File: src/rtl/bmp_draw_ctrl.sv
// Memory-mapped bitmap blitter: walks the image ROM (directory, header, pixels) and writes visible pixels to the framebuffer.
// Optional BMP_TRANSPARENT_EN: pixels whose colour equals TRANSP are skipped like clipped pixels.
module bmp_draw_ctrl #(
  parameter logic [15:0] BASE_ADDR = 16'hC008,
  parameter int          XDIM      = 640,
  parameter int          YDIM      = 480,
  parameter int          ROM_AW    = 16,
  parameter int          FB_AW     = 19,
  parameter logic [8:0]  TRANSP    = 9'h1FF
) (
  input  logic              clk,
  input  logic              rst_n,
  input  logic [15:0]       addr,
  input  logic              mm_we,
  input  logic              mm_re,
  input  logic [15:0]       wdata,
  output logic [15:0]       rdata,
  output logic              rd_hit,
  output logic [ROM_AW-1:0] rom_addr,
  input  logic [15:0]       rom_data,
  output logic              fb_we,
  output logic [FB_AW-1:0]  fb_addr,
  output logic [8:0]        fb_wdata,
  input  logic              fb_rdy,
  output logic              busy,
  output logic              done
);

  typedef enum logic [2:0] {S_IDLE, S_DIR, S_HDRW, S_HDRH, S_PRD, S_PWR, S_FIN} state_t;

  state_t            state_q, state_d;
  logic [9:0]        x_q, x_d, xl_q, xl_d, col_q, col_d, width_q, width_d;
  logic [8:0]        y_q, y_d, yl_q, yl_d, row_q, row_d, height_q, height_d;
  logic [4:0]        idx_q, idx_d;
  logic              err_q, err_d;
  logic [ROM_AW-1:0] rom_addr_q, rom_addr_d, base_q, base_d;

  logic sel_x, sel_y, sel_c, wr_cmd, go, start;
  logic [10:0]      xpos;
  logic [9:0]       ypos;
  logic             visible, transp_hit, draw_px, last_px;
  logic [FB_AW-1:0] pix_addr;
  logic             wdata_unused;

  assign sel_x  = (addr == BASE_ADDR);
  assign sel_y  = (addr == BASE_ADDR + 16'd1);
  assign sel_c  = (addr == BASE_ADDR + 16'd2);
  assign wr_cmd = mm_we & sel_c;
  assign go     = wr_cmd & wdata[15];
  assign busy   = (state_q != S_IDLE) && (state_q != S_FIN);
  assign done   = (state_q == S_FIN);
  assign start  = go & ~busy;
  assign rd_hit = mm_re & (sel_x | sel_y | sel_c);
  assign wdata_unused = ^wdata[13:10];

  always_comb begin
    rdata = 16'h0000;
    if (rd_hit) begin
      if (sel_x)      rdata = {6'b0, x_q};
      else if (sel_y) rdata = {7'b0, y_q};
      else            rdata = {busy, err_q, 9'b0, idx_q};
    end
  end

  // 11b/10b sums cannot wrap, so any off-screen position fails the compare.
  assign xpos     = {1'b0, xl_q} + {1'b0, col_q};
  assign ypos     = {1'b0, yl_q} + {1'b0, row_q};
  assign visible  = (xpos < 11'(XDIM)) && (ypos < 10'(YDIM));
  assign pix_addr = FB_AW'(ypos) * FB_AW'(XDIM) + FB_AW'(xpos);
  assign last_px  = (col_q == width_q - 10'd1) && (row_q == height_q - 9'd1);

`ifdef BMP_TRANSPARENT_EN
  assign transp_hit = (rom_data[8:0] == TRANSP);
`else
  logic transp_unused;
  assign transp_unused = ^TRANSP;
  assign transp_hit    = 1'b0;
`endif

  assign draw_px = visible & ~transp_hit;

  // rom_addr is presented from the next-state value so the synchronous ROM
  // returns data in the cycle following each address step.
  assign rom_addr = rom_addr_d;
  assign fb_addr  = fb_we ? pix_addr : '0;
  assign fb_wdata = fb_we ? rom_data[8:0] : 9'h000;

  always_comb begin
    state_d    = state_q;
    x_d        = x_q;
    y_d        = y_q;
    idx_d      = idx_q;
    err_d      = err_q;
    rom_addr_d = rom_addr_q;
    xl_d       = xl_q;
    yl_d       = yl_q;
    base_d     = base_q;
    width_d    = width_q;
    height_d   = height_q;
    row_d      = row_q;
    col_d      = col_q;
    fb_we      = 1'b0;

    if (mm_we && sel_x) x_d = wdata[9:0];
    if (mm_we && sel_y) y_d = wdata[8:0];
    if (wr_cmd) begin
      idx_d = wdata[4:0];
      if (wdata[14]) err_d = 1'b0;
    end
    if (go && busy) err_d = 1'b1;

    case (state_q)
      S_IDLE, S_FIN: begin
        state_d = S_IDLE;
        if (start) begin
          xl_d       = x_q;
          yl_d       = y_q;
          rom_addr_d = ROM_AW'(wdata[4:0]);
          state_d    = S_DIR;
        end
      end
      S_DIR: begin
        base_d     = ROM_AW'(rom_data);
        rom_addr_d = ROM_AW'(rom_data);
        state_d    = S_HDRW;
      end
      S_HDRW: begin
        width_d    = rom_data[9:0];
        rom_addr_d = base_q + ROM_AW'(1);
        state_d    = S_HDRH;
      end
      S_HDRH: begin
        height_d = rom_data[8:0];
        if ((width_q == 10'd0) || (rom_data[8:0] == 9'd0)) begin
          state_d = S_FIN;
        end else begin
          row_d      = 9'd0;
          col_d      = 10'd0;
          rom_addr_d = base_q + ROM_AW'(2);
          state_d    = S_PRD;
        end
      end
      S_PRD: state_d = S_PWR;
      S_PWR: begin
        fb_we = draw_px;
        if (!draw_px || fb_rdy) begin
          if (col_q == width_q - 10'd1) begin
            col_d = 10'd0;
            row_d = row_q + 9'd1;
          end else begin
            col_d = col_q + 10'd1;
          end
          rom_addr_d = rom_addr_q + ROM_AW'(1);
          state_d    = last_px ? S_FIN : S_PRD;
        end
      end
      default: state_d = S_IDLE;
    endcase
  end

  always_ff @(posedge clk or negedge rst_n) begin
    if (!rst_n) begin
      state_q    <= S_IDLE;
      x_q        <= 10'd0;
      y_q        <= 9'd0;
      idx_q      <= 5'd0;
      err_q      <= 1'b0;
      rom_addr_q <= '0;
    end else begin
      state_q    <= state_d;
      x_q        <= x_d;
      y_q        <= y_d;
      idx_q      <= idx_d;
      err_q      <= err_d;
      rom_addr_q <= rom_addr_d;
    end
  end

  always_ff @(posedge clk) begin
    xl_q     <= xl_d;
    yl_q     <= yl_d;
    base_q   <= base_d;
    width_q  <= width_d;
    height_q <= height_d;
    row_q    <= row_d;
    col_q    <= col_d;
  end

endmodule

File: config.mk
export PLATFORM = sky130hd
export DESIGN_NAME = bmp_draw_ctrl
export DESIGN_NICKNAME = d
export VERILOG_FILES = /design/src/rtl/bmp_draw_ctrl.sv
export SDC_FILE = /design/constraint.sdc
export NUM_CORES = 1
export LEC_CHECK = 0
export BUFFER_PORTS_ARGS = -buffer_cell sky130_fd_sc_hd__buf_2
export CAP_MARGIN = 10
export CORE_ASPECT_RATIO = 1.4
export CORE_MARGIN = 5
export CORE_UTILIZATION = 59
export CTS_CLUSTER_DIAMETER = 80
export CTS_CLUSTER_SIZE = 10
export DETAILED_ROUTE_END_ITERATION = 7
export GPL_TIMING_DRIVEN = 0
export MAX_ROUTING_LAYER = met4
export PLACE_DENSITY = 0.82
export SYNTH_ARGS = -nofsm -noshare
export SYNTH_HDL_FRONTEND = slang
export SYNTH_SLANG_ARGS = --single-unit
File: constraint.sdc
create_clock -name clk -period 4.61 [get_ports clk]
set_input_delay 0.922 -clock clk [delete_from_list [all_inputs] [get_ports clk]]
set_output_delay 0.922 -clock clk [all_outputs]
set_load 0.05 [all_outputs]
; Word level (Yosys, flattened, before mapping)
; Cells that the tools add are included.
[totals]
regBits = 117
output_inout_bits = 64
word_cells = 95
[classes]
mux = 26
magnitude_cmp = 2
n_mul = 1
bitwise_logic = 7
reduce_logical = 21
n_eq_ne = 15
add_sub_neg = 10
[op_table]
columns = op, n
row1 = two-way mux 16 bit, 6
row2 = case mux 16 bit (5 select lines), 1
row3 = equality test 16 bit (second input constant), 3
row4 = two-way mux 9 bit, 4
row5 = adder 16 x 1 -> 16 bit (second input constant), 2
row6 = two-way mux 10 bit, 3
row7 = case mux 10 bit (2 select lines), 1
row8 = adder 19 x 11 -> 19 bit, 1
row9 = two-way mux 19 bit, 1
row10 = case mux 3 bit (6 select lines), 1
row11 = case mux 9 bit (2 select lines), 1
row12 = adder 16 x 2 -> 16 bit (second input constant), 1
row13 = multiplier 10 x 3 -> 12 bit (second input constant), 1
row14 = adder 10 x 10 -> 11 bit, 1
row15 = less-than comparator 11 x 10 -> 1 bit (second input constant), 1
row16 = adder 10 x 1 -> 10 bit (second input constant), 1
row17 = adder 9 x 9 -> 10 bit, 1
row18 = equality test 10 bit, 1
row19 = logical NOT 10 bit, 1
row20 = less-than comparator 10 x 9 -> 1 bit (second input constant), 1
row21 = subtractor 10 x 1 -> 10 bit (second input constant), 1
row22 = adder 9 x 1 -> 9 bit (second input constant), 1
row23 = equality test 3 bit (second input constant), 3
row24 = equality test 9 bit, 1
row25 = 22 further kinds, 43

; Longest topological paths before layout
; Gate-level depths: netlist (run 1).
[logic_depth]
word_depth = 7
ltp_mapped = 18

; Worst setup path after synthesis (run 1)
; OpenSTA, ideal clock, no wires.
[synth_timing]
kind = input-to-output
from = input port addr[2]
to = output port rom_addr[1]
arrival_ns = 4.127
slack_ns = -0.439
required_time_ns = 3.688
cell_stages = 9
n_path_buf = 1
cell_sequence = nor4b_1 nand4_1 or3_1 buf_2 nor2_1 a211oi_1 nor2_1 a311oi_2 a31oi_1
[synth_via]
elab_chain_cells = 6
[synth_rtl]
columns = item, line
row1 = from (decl), 13  ; input logic [15:0] addr,
row2 = equality test 16 bit, 47  ; assign sel_c = (addr == BASE_ADDR + 16'd2);
row3 = bitwise AND 1 bit, 48  ; assign wr_cmd = mm_we & sel_c;
row4 = bitwise AND 1 bit, 49  ; assign go = wr_cmd & wdata[15];
row5 = bitwise AND 1 bit, 52  ; assign start = go & ~busy;
row6 = two-way mux 16 bit, 115  ; if (start) begin
row7 = case mux 16 bit (5 select lines), 112  ; case (state_q)
row8 = to (decl), 19  ; output logic [ROM_AW-1:0] rom_addr,
; No other way between the ends.

; Worst setup path in the final report (run 1)
[layout_timing]
from = register yl_q[3]
to = output port fb_addr[18]
[layout_via]
elab_chain_cells = 5
[layout_rtl]
columns = item, line
row1 = from (decl), 33  ; logic [8:0] y_q, y_d, yl_q, yl_d, row_q, row_d, height_q, height_d;
row2 = from (signal assigned), 181  ; yl_q <= yl_d;
row3 = adder 9 x 9 -> 10 bit *, 67  ; assign ypos = {1'b0, yl_q} + {1'b0, row_q};
row4 = branches (longest 3 deep; another with adder 19 x 11 -> 19 bit), -
row5 = two-way mux 19 bit *, 85  ; assign fb_addr = fb_we ? pix_addr : '0;
row6 = to (decl), 22  ; output logic [FB_AW-1:0] fb_addr,
; Mark *: on every way between the ends.

==> results.sh, run 1 <==
export IMPL_fin_skew_ns=0.00875
export IMPL_grt_pass1_vias=7517
export IMPL_max_slew_margin_pct=29.7
export IMPL_gp_routability_congestion=1.01
export IMPL_root_buffer="clkbuf_16"
export IMPL_multi_input_area_um2=5260
export IMPL_vias_per_cell=6.48
export IMPL_via_count=7793
export IMPL_violations="negative setup slack"
export IMPL_start_util_pct=60.6
export IMPL_yosysSeqAreaShare_pct=40.4
export IMPL_clk_latency_ns=0.43
export IMPL_seq_area_um2=3290
export IMPL_worstSetupEndpointType="output port"
export IMPL_route_detailed_drc=0
export IMPL_portBuffers=107
export IMPL_slew_violations=0
export IMPL_clkSlewWorstSetupHoldPaths_ns=0.07
export IMPL_h_tree_depth=4
export IMPL_synth_edff_count=73
export IMPL_fin_crit_ns=5.17
export IMPL_syn_area_um2=8150
export IMPL_cts_made_buffers=17
export IMPL_status="finished with violations"
export IMPL_routed_wl_mm=28.1
export IMPL_nNetsFinal=1105
export IMPL_worst_pin_slew_ns=1.06
export IMPL_grt_util_met3_pct=6.06
export IMPL_cellPowerDensity_nw_per_um2=614
export IMPL_placeableCoreArea_um2=13500
export IMPL_ys_flop_type="edfxtp_1"
export IMPL_n_fill_cell=732
export IMPL_ys_ff_latch=117
export IMPL_syn_avg_cell_area_um2=9.79
export IMPL_grt_pass1_wl_mm=39.5
export IMPL_cp_common_cell="nor2b_2"
export IMPL_cp_arrival_ns=4.24
export IMPL_fin_ws_ns=-0.555
export IMPL_cap_violations=0
export IMPL_cp_slowest_stage_delay_ns=0.50
export IMPL_path_class="reg2out"
export IMPL_met1_usage_pct=34.4
export IMPL_antenna_found_initial=0
export IMPL_cts_tree="yes"
export IMPL_holdWs_ns=0.475
export IMPL_postRouteAntennaNets=0
export IMPL_boundaryPins=117
export IMPL_ir_drop_mv=0.819
export IMPL_hold_viol=0
export IMPL_hpwlAfterDp_mm=16.6
export IMPL_ys_types=80
export IMPL_wl_per_cell_um=23.4
export IMPL_p_leak_nw=4.56
export IMPL_grt_busiest_layer="met2"
export IMPL_die_x_um=109
export IMPL_hp_class="reg2reg"
export IMPL_die_h_um=149
export IMPL_rows=50
export IMPL_grt_max_degree=45
export IMPL_use_met2_pct=56.6
export IMPL_die_area_um2=16300
export IMPL_cp_cell_sequence="ha_4 -> and2_1 -> a221oi_4 -> nand3_2 -> nor2b_2 -> xor2_1 -> ha_2 -> nor2b_2 -> o21ai_2 -> a21oi_2 -> o31a_1 -> o22ai_1 -> xnor2_1 -> xor2_2 -> nor2_4 -> buf_6"
export IMPL_grt_util_all_layers_pct=32.6
export IMPL_design_area_um2=10900
export IMPL_path_max_fanout=4
export IMPL_fin_crit_sh_pct=112
export IMPL_start_kind="register"
export IMPL_grt_overflow_total=0
export IMPL_cp_required_ns=3.69
export IMPL_fmax_mhz=194
export IMPL_yosys_warnings=0
export IMPL_area_delta_synth_final_pct=34.2
export IMPL_grt_setup_unrepaired="true"
export IMPL_dr_first_iter_drc_count=741
export IMPL_crit_path_top_delay_cell="edfxtp_1"
export IMPL_place_area_um2=8970
export IMPL_diodes=0
export IMPL_drive_above_1_share_pct=33.3
export IMPL_clock_path_buffers=2
export IMPL_clock_sinks=117
export IMPL_synth_cells=832
export IMPL_dr_pass1_iters=6
export IMPL_synthArstFlopShare_pct=37.6
export IMPL_setup_viol=42
## final timing paths
check / startpoint / endpoint / slack [ns] / depth (start not counted)
max in group asynchronous: rst_n / y_q[1] / 3.33 / 1
worst max-delay path: yl_q[3] / fb_addr[18] / -0.56 / 16
min in group asynchronous: rst_n / y_q[5] / 0.67 / 1
worst max register to register: width_q[0] / row_q[2] / 0.43 / 11
worst min register to register: y_q[5] / yl_q[5] / 0.47 / 0
worst min-delay path: y_q[5] / yl_q[5] / 0.47 / 0
## synth_stat cells (4+ instances only)
cell type,count,area (um2)
o21a_1,6,45.0
xnor2_1,46,403
nor4b_1,4,35.0
or3_1,7,43.8
a211oi_1,18,135
mux2_2,24,270
buf_4,4,30.0
o22ai_1,5,31.3
nor2_1,86,323
nor4_1,6,37.5
buf_2,4,20.0
fa_1,4,80.1
a221o_1,7,70.1
a21oi_1,35,175
a31oi_1,6,37.5
o31ai_1,4,30.0
clkbuf_1,18,67.6
nand2b_1,11,68.8
xor2_1,35,307
o211ai_1,12,90.1
nor3b_1,8,60.1
inv_1,31,116
edfxtp_1,73,2190
o221ai_1,6,52.6
ha_1,41,513
nor3_1,25,125
nor2b_1,10,62.6
nand2_1,53,199
dfrtp_1,44,1100
and2_1,25,156
o21ai_0,30,150
a21o_1,10,75.1
and3_1,15,93.8
mux2i_1,13,130
nand3_1,38,190
## critical path: cells and delay by family (launching register included)
family | cells | cell delay (ns)
adders and majority gates | 2 | 0.79
DFF | 1 | 0.50
AOI/OAI and AO/OA | 5 | 0.90
xor gates and xnor gates | 3 | 0.70
buffers and inverters | 1 | 0.15
and+or+nand+nor | 5 | 0.76
## layout by cell type, fill, tap and decap left out, drive strengths merged, types with 4 or more instances in the layout
| cell | Yosys | routed |
|---|---|---|
| o221ai | 6 | 6 |
| nand3 | 38 | 38 |
| o21ai | 32 | 32 |
| conb | 1 | 4 |
| inv | 33 | 41 |
| mux2 | 24 | 24 |
| or3 | 7 | 7 |
| xor2 | 35 | 35 |
| dfrtp | 44 | 44 |
| nor2 | 87 | 87 |
| o31ai | 6 | 6 |
| and3 | 15 | 15 |
| nor4 | 6 | 6 |
| a21oi | 36 | 36 |
| edfxtp | 73 | 73 |
| and2 | 26 | 26 |
| nand2 | 53 | 53 |
| a221o | 7 | 7 |
| a211oi | 18 | 18 |
| nor3b | 8 | 8 |
| o21a | 6 | 6 |
| o22ai | 5 | 5 |
| xnor2 | 46 | 46 |
| nor4b | 4 | 4 |
| o211ai | 12 | 12 |
| buf | 11 | 164 |
| a31oi | 7 | 7 |
| nand2b | 11 | 11 |
| mux2i | 13 | 13 |
| ha | 41 | 41 |
| fa | 4 | 4 |
| nor3 | 25 | 25 |
| nor2b | 10 | 10 |
| clkbuf | 18 | 35 |
| a21o | 10 | 10 |
## kinds of logic after synthesis
logic type	after synthesis	synth area share (%)
flops	117	40.4
xor+xnor	81	8.71
compound gates	182	16.3
other cells	1	0.0460
mux	37	4.91
fa+ha+maj	45	7.28
buf+inv	62	3.29
simple gates	307	19.0
## sequential cells by signal, summed over array words and instances (netlist names)
signal and cells:
width_q 10, idx_q 5, base_q 16, yl_q 9, y_q 9, err_q 1, state_q 3, height_q 9
xl_q 10, col_q 10, row_q 9, rom_addr_q 16, x_q 10
## metal layers
layer	vias up	part of all wire, %
met5	-	0
met4	0	7.5
met3	174	7.0
met2	478	52
met1	3700	33
li1	3441	-
## area by class of cell
type	count	share of cell area, %
buffer	25	1.26
sequential	117	30.1
tap	182	2.08
clock buffer	17	3.89
multi-input combinational	656	48.1
clock inverter	15	1.46
timing repair buffer	157	11.8
inverter	33	1.24
## through the flow
step	setup slack [ns]	cells	total power, mW	TNS [ns]	utilization (%)
6_report	-0.555	1202	6.72	-6.62	81.3
5_1_grt	-0.667	1202	6.98	-9.70	81.3
4_1_cts	-0.418	1186	6.11	-4.57	77.2
3_5_place_dp	-0.601	1125	4.32	-7.85	66.7
3_3_place_gp	-0.484	1124	4.28	-4.94	66.6
2_1_floorplan	-0.0517	835	3.68	-0.219	-
## power breakdown
part / internal [mW] / total (mW) / switching, mW
clock: 0.765 / 1.33 / 0.563
sequential: 1.36 / 1.61 / 0.248
combinational: 1.47 / 3.78 / 2.31
total: 3.60 / 6.72 / 3.12
## what timing repair did
action	4_1_cts	5_1_grt
setup buffers	29	17
resized for setup	172	86
hold buffers	0	0
gates cloned	1	1
pin swaps	25	37
endpoints found under the setup margin	45	45
No activity file was read; power rests on OpenSTA's default activity.
==> run 2, diff against run 1 <==
--- a/config.mk
+++ b/config.mk
@@ -18,2 +18,3 @@
 export PLACE_DENSITY = 0.82
+export SETUP_SLACK_MARGIN = 0.1
 export SYNTH_ARGS = -nofsm -noshare
--- a/constraint.sdc
+++ b/constraint.sdc
@@ -3,2 +3,2 @@
 set_output_delay 0.922 -clock clk [all_outputs]
-set_load 0.05 [all_outputs]
+set_load 0.1 [all_outputs]
==> results.sh, run 2 (synthesized netlist as in run 1, its figures left out) <==
export IMPL_power_frac_seq_pct=21.0
export IMPL_portBuffers=107
export IMPL_final_cell_mix="edfxtp_1 (73), nor2_1 (66), buf_2 (64)"
export IMPL_grt_setup_unrepaired="true"
export IMPL_hold_buffers=0
export IMPL_route_detailed_drc=0
export IMPL_grt_overflow_total=0
export IMPL_place_area_um2=9200
export IMPL_p_int_mw=3.85
export IMPL_grt_util_all_layers_pct=34.3
export IMPL_vias_per_cell=6.62
export IMPL_reg_top3="base_q x16, rom_addr_q x16"
export IMPL_clk_latency_ns=0.43
export IMPL_fin_crit_ns=5.57
export IMPL_drive_above_1_share_pct=33.2
export IMPL_die_h_um=149
export IMPL_path_max_fanout=4
export IMPL_dr_pass1_iters=6
export IMPL_grt_pass1_wl_mm=41.8
export IMPL_worst_pin_slew_ns=1.17
export IMPL_rows=50
export IMPL_setup_viol=45
export IMPL_max_slew_margin_pct=21.7
export IMPL_boundaryPins=117
export IMPL_ir_drop_mv=1.09
export IMPL_routed_wl_mm=29.3
export IMPL_p_sw_share_pct=50.3
export IMPL_cellPowerDensity_nw_per_um2=681
export IMPL_p_total_mw=7.74
export IMPL_nNetsFinal=1108
export IMPL_p_leak_nw=4.71
export IMPL_fmax_mhz=180
export IMPL_fin_skew_ns=0.0115
export IMPL_postRouteAntennaNets=0
export IMPL_holdWs_ns=0.478
export IMPL_clock_sinks=117
export IMPL_dp_cells=1125
export IMPL_status="finished with violations"
export IMPL_p_sw_mw=3.89
export IMPL_violations="negative setup slack"
export IMPL_h_tree_depth=4
export IMPL_area_delta_synth_final_pct=39.5
export IMPL_hold_viol=0
export IMPL_cts_made_buffers=17
export IMPL_start_kind="register"
export IMPL_antenna_found_initial=0
export IMPL_worstSetupEndpointType="output port"
export IMPL_clkPwrFrac_pct=16.8
export IMPL_fin_crit_sh_pct=121
export IMPL_dr_first_iter_drc_count=810
export IMPL_diodes=0
export IMPL_fin_ws_ns=-0.960
export IMPL_root_buffer="clkbuf_16"
export IMPL_start_util_pct=60.6
export IMPL_hp_class="reg2reg"
export IMPL_via_count=7972
export IMPL_cp_required_ns=3.69
export IMPL_clock_path_buffers=2
export IMPL_final_common_cell="edfxtp_1"
export IMPL_hpwlAfterDp_mm=17.0
export IMPL_clkSlewWorstSetupHoldPaths_ns=0.07
export IMPL_cap_violations=0
export IMPL_die_area_um2=16300
export IMPL_combPwrFrac_pct=62.2
export IMPL_slew_violations=0
export IMPL_grt_max_degree=45
export IMPL_wl_per_cell_um=24.3
export IMPL_cts_tree="yes"
export IMPL_gp_routability_congestion=0.960
export IMPL_path_class="reg2out"
export IMPL_cp_arrival_ns=4.65
export IMPL_design_area_um2=11400
export IMPL_placeableCoreArea_um2=13500
export IMPL_fin_cells=1205
export IMPL_grt_pass1_vias=7977
export IMPL_die_x_um=109
run 2: cell count changes in the layout (fill, tap and decap cells not counted), sizes merged:
cell and delta:
buf +3, clkinvlp -1, bufinv -1, clkinv +2
run 2: worst paths after layout:
| check | startpoint | to | slack [ns] | cells after the start |
|---|---|---|---|---|
| max in group asynchronous | rst_n | state_q[2] | 3.31 | 1 |
| setup / recovery | yl_q[4] | fb_addr[18] | -0.96 | 16 |
| min in group asynchronous | rst_n | x_q[6] | 0.68 | 1 |
| hold reg to reg | err_q | err_q | 0.48 | 2 |
| hold / removal | err_q | err_q | 0.48 | 2 |
| setup reg to reg | width_q[0] | row_q[3] | 0.07 | 11 |
run 2: metal layers:
| metal | routed length (um) | global-route usage [%] | up-vias |
|---|---|---|---|
| met5 | 0 | - | - |
| met4 | 2440 | 21.8 | 0 |
| met3 | 2190 | 6.24 | 189 |
| met2 | 15100 | 59.2 | 574 |
| met1 | 9570 | 35.3 | 3779 |
| li1 | - | - | 3430 |
run 2: timing repair:
action	CTS	global route
gates resized for setup	233	49
endpoints found under the setup margin	45	45
buffers inserted	27	19
pin swaps	38	31
gates cloned	2	0
run 2: worst max-delay path, cell delays in order, from the launching register on:
cell	delay, ns
edfxtp_1	0.44
ha_1	0.40
and2_1	0.21
a221oi_2	0.38
a21oi_1	0.19
nor2b_2	0.23
xor2_1	0.20
ha_1	0.34
nor2b_1	0.18
o21ai_1	0.25
a21oi_1	0.18
nand2b_2	0.27
nor2_2	0.22
nand4_1	0.20
xor2_2	0.22
nor2_4	0.13
buf_12	0.18
run 2: stage by stage:
stage | TNS (ns) | worst slack, ns | util, %
finish | -18.11 | -0.960 | 84.5
global placement | -8.16 | -0.465 | 68.4
global route | -22.20 | -0.976 | 84.5
floorplan | -4.40 | -0.571 | -
CTS | -8.01 | -0.492 | 81.6
detailed placement | -9.20 | -0.535 | 68.4
run 2: cell type report:
class                   instances  area [um2]
plain buffers                  29         189
clock buffers                  17         425
clock inverters                15         158
fillers                       652        2080
inverters                      33         140
multi-input cells             656        5260
flip-flops and latches        117        3290
well taps                     182         228
repair buffers                156        1670
run 2: power by group through the flow:
stage / combinational (mW) / sequential [mW] / clock (mW)
CTS: 4.31 / 1.58 / 1.29
detailed placement: 3.54 / 1.61 / 0
global placement: 3.50 / 1.60 / 0
floorplan: 2.97 / 1.54 / 0
global route: 5.02 / 1.63 / 1.36
finish: 4.82 / 1.62 / 1.30
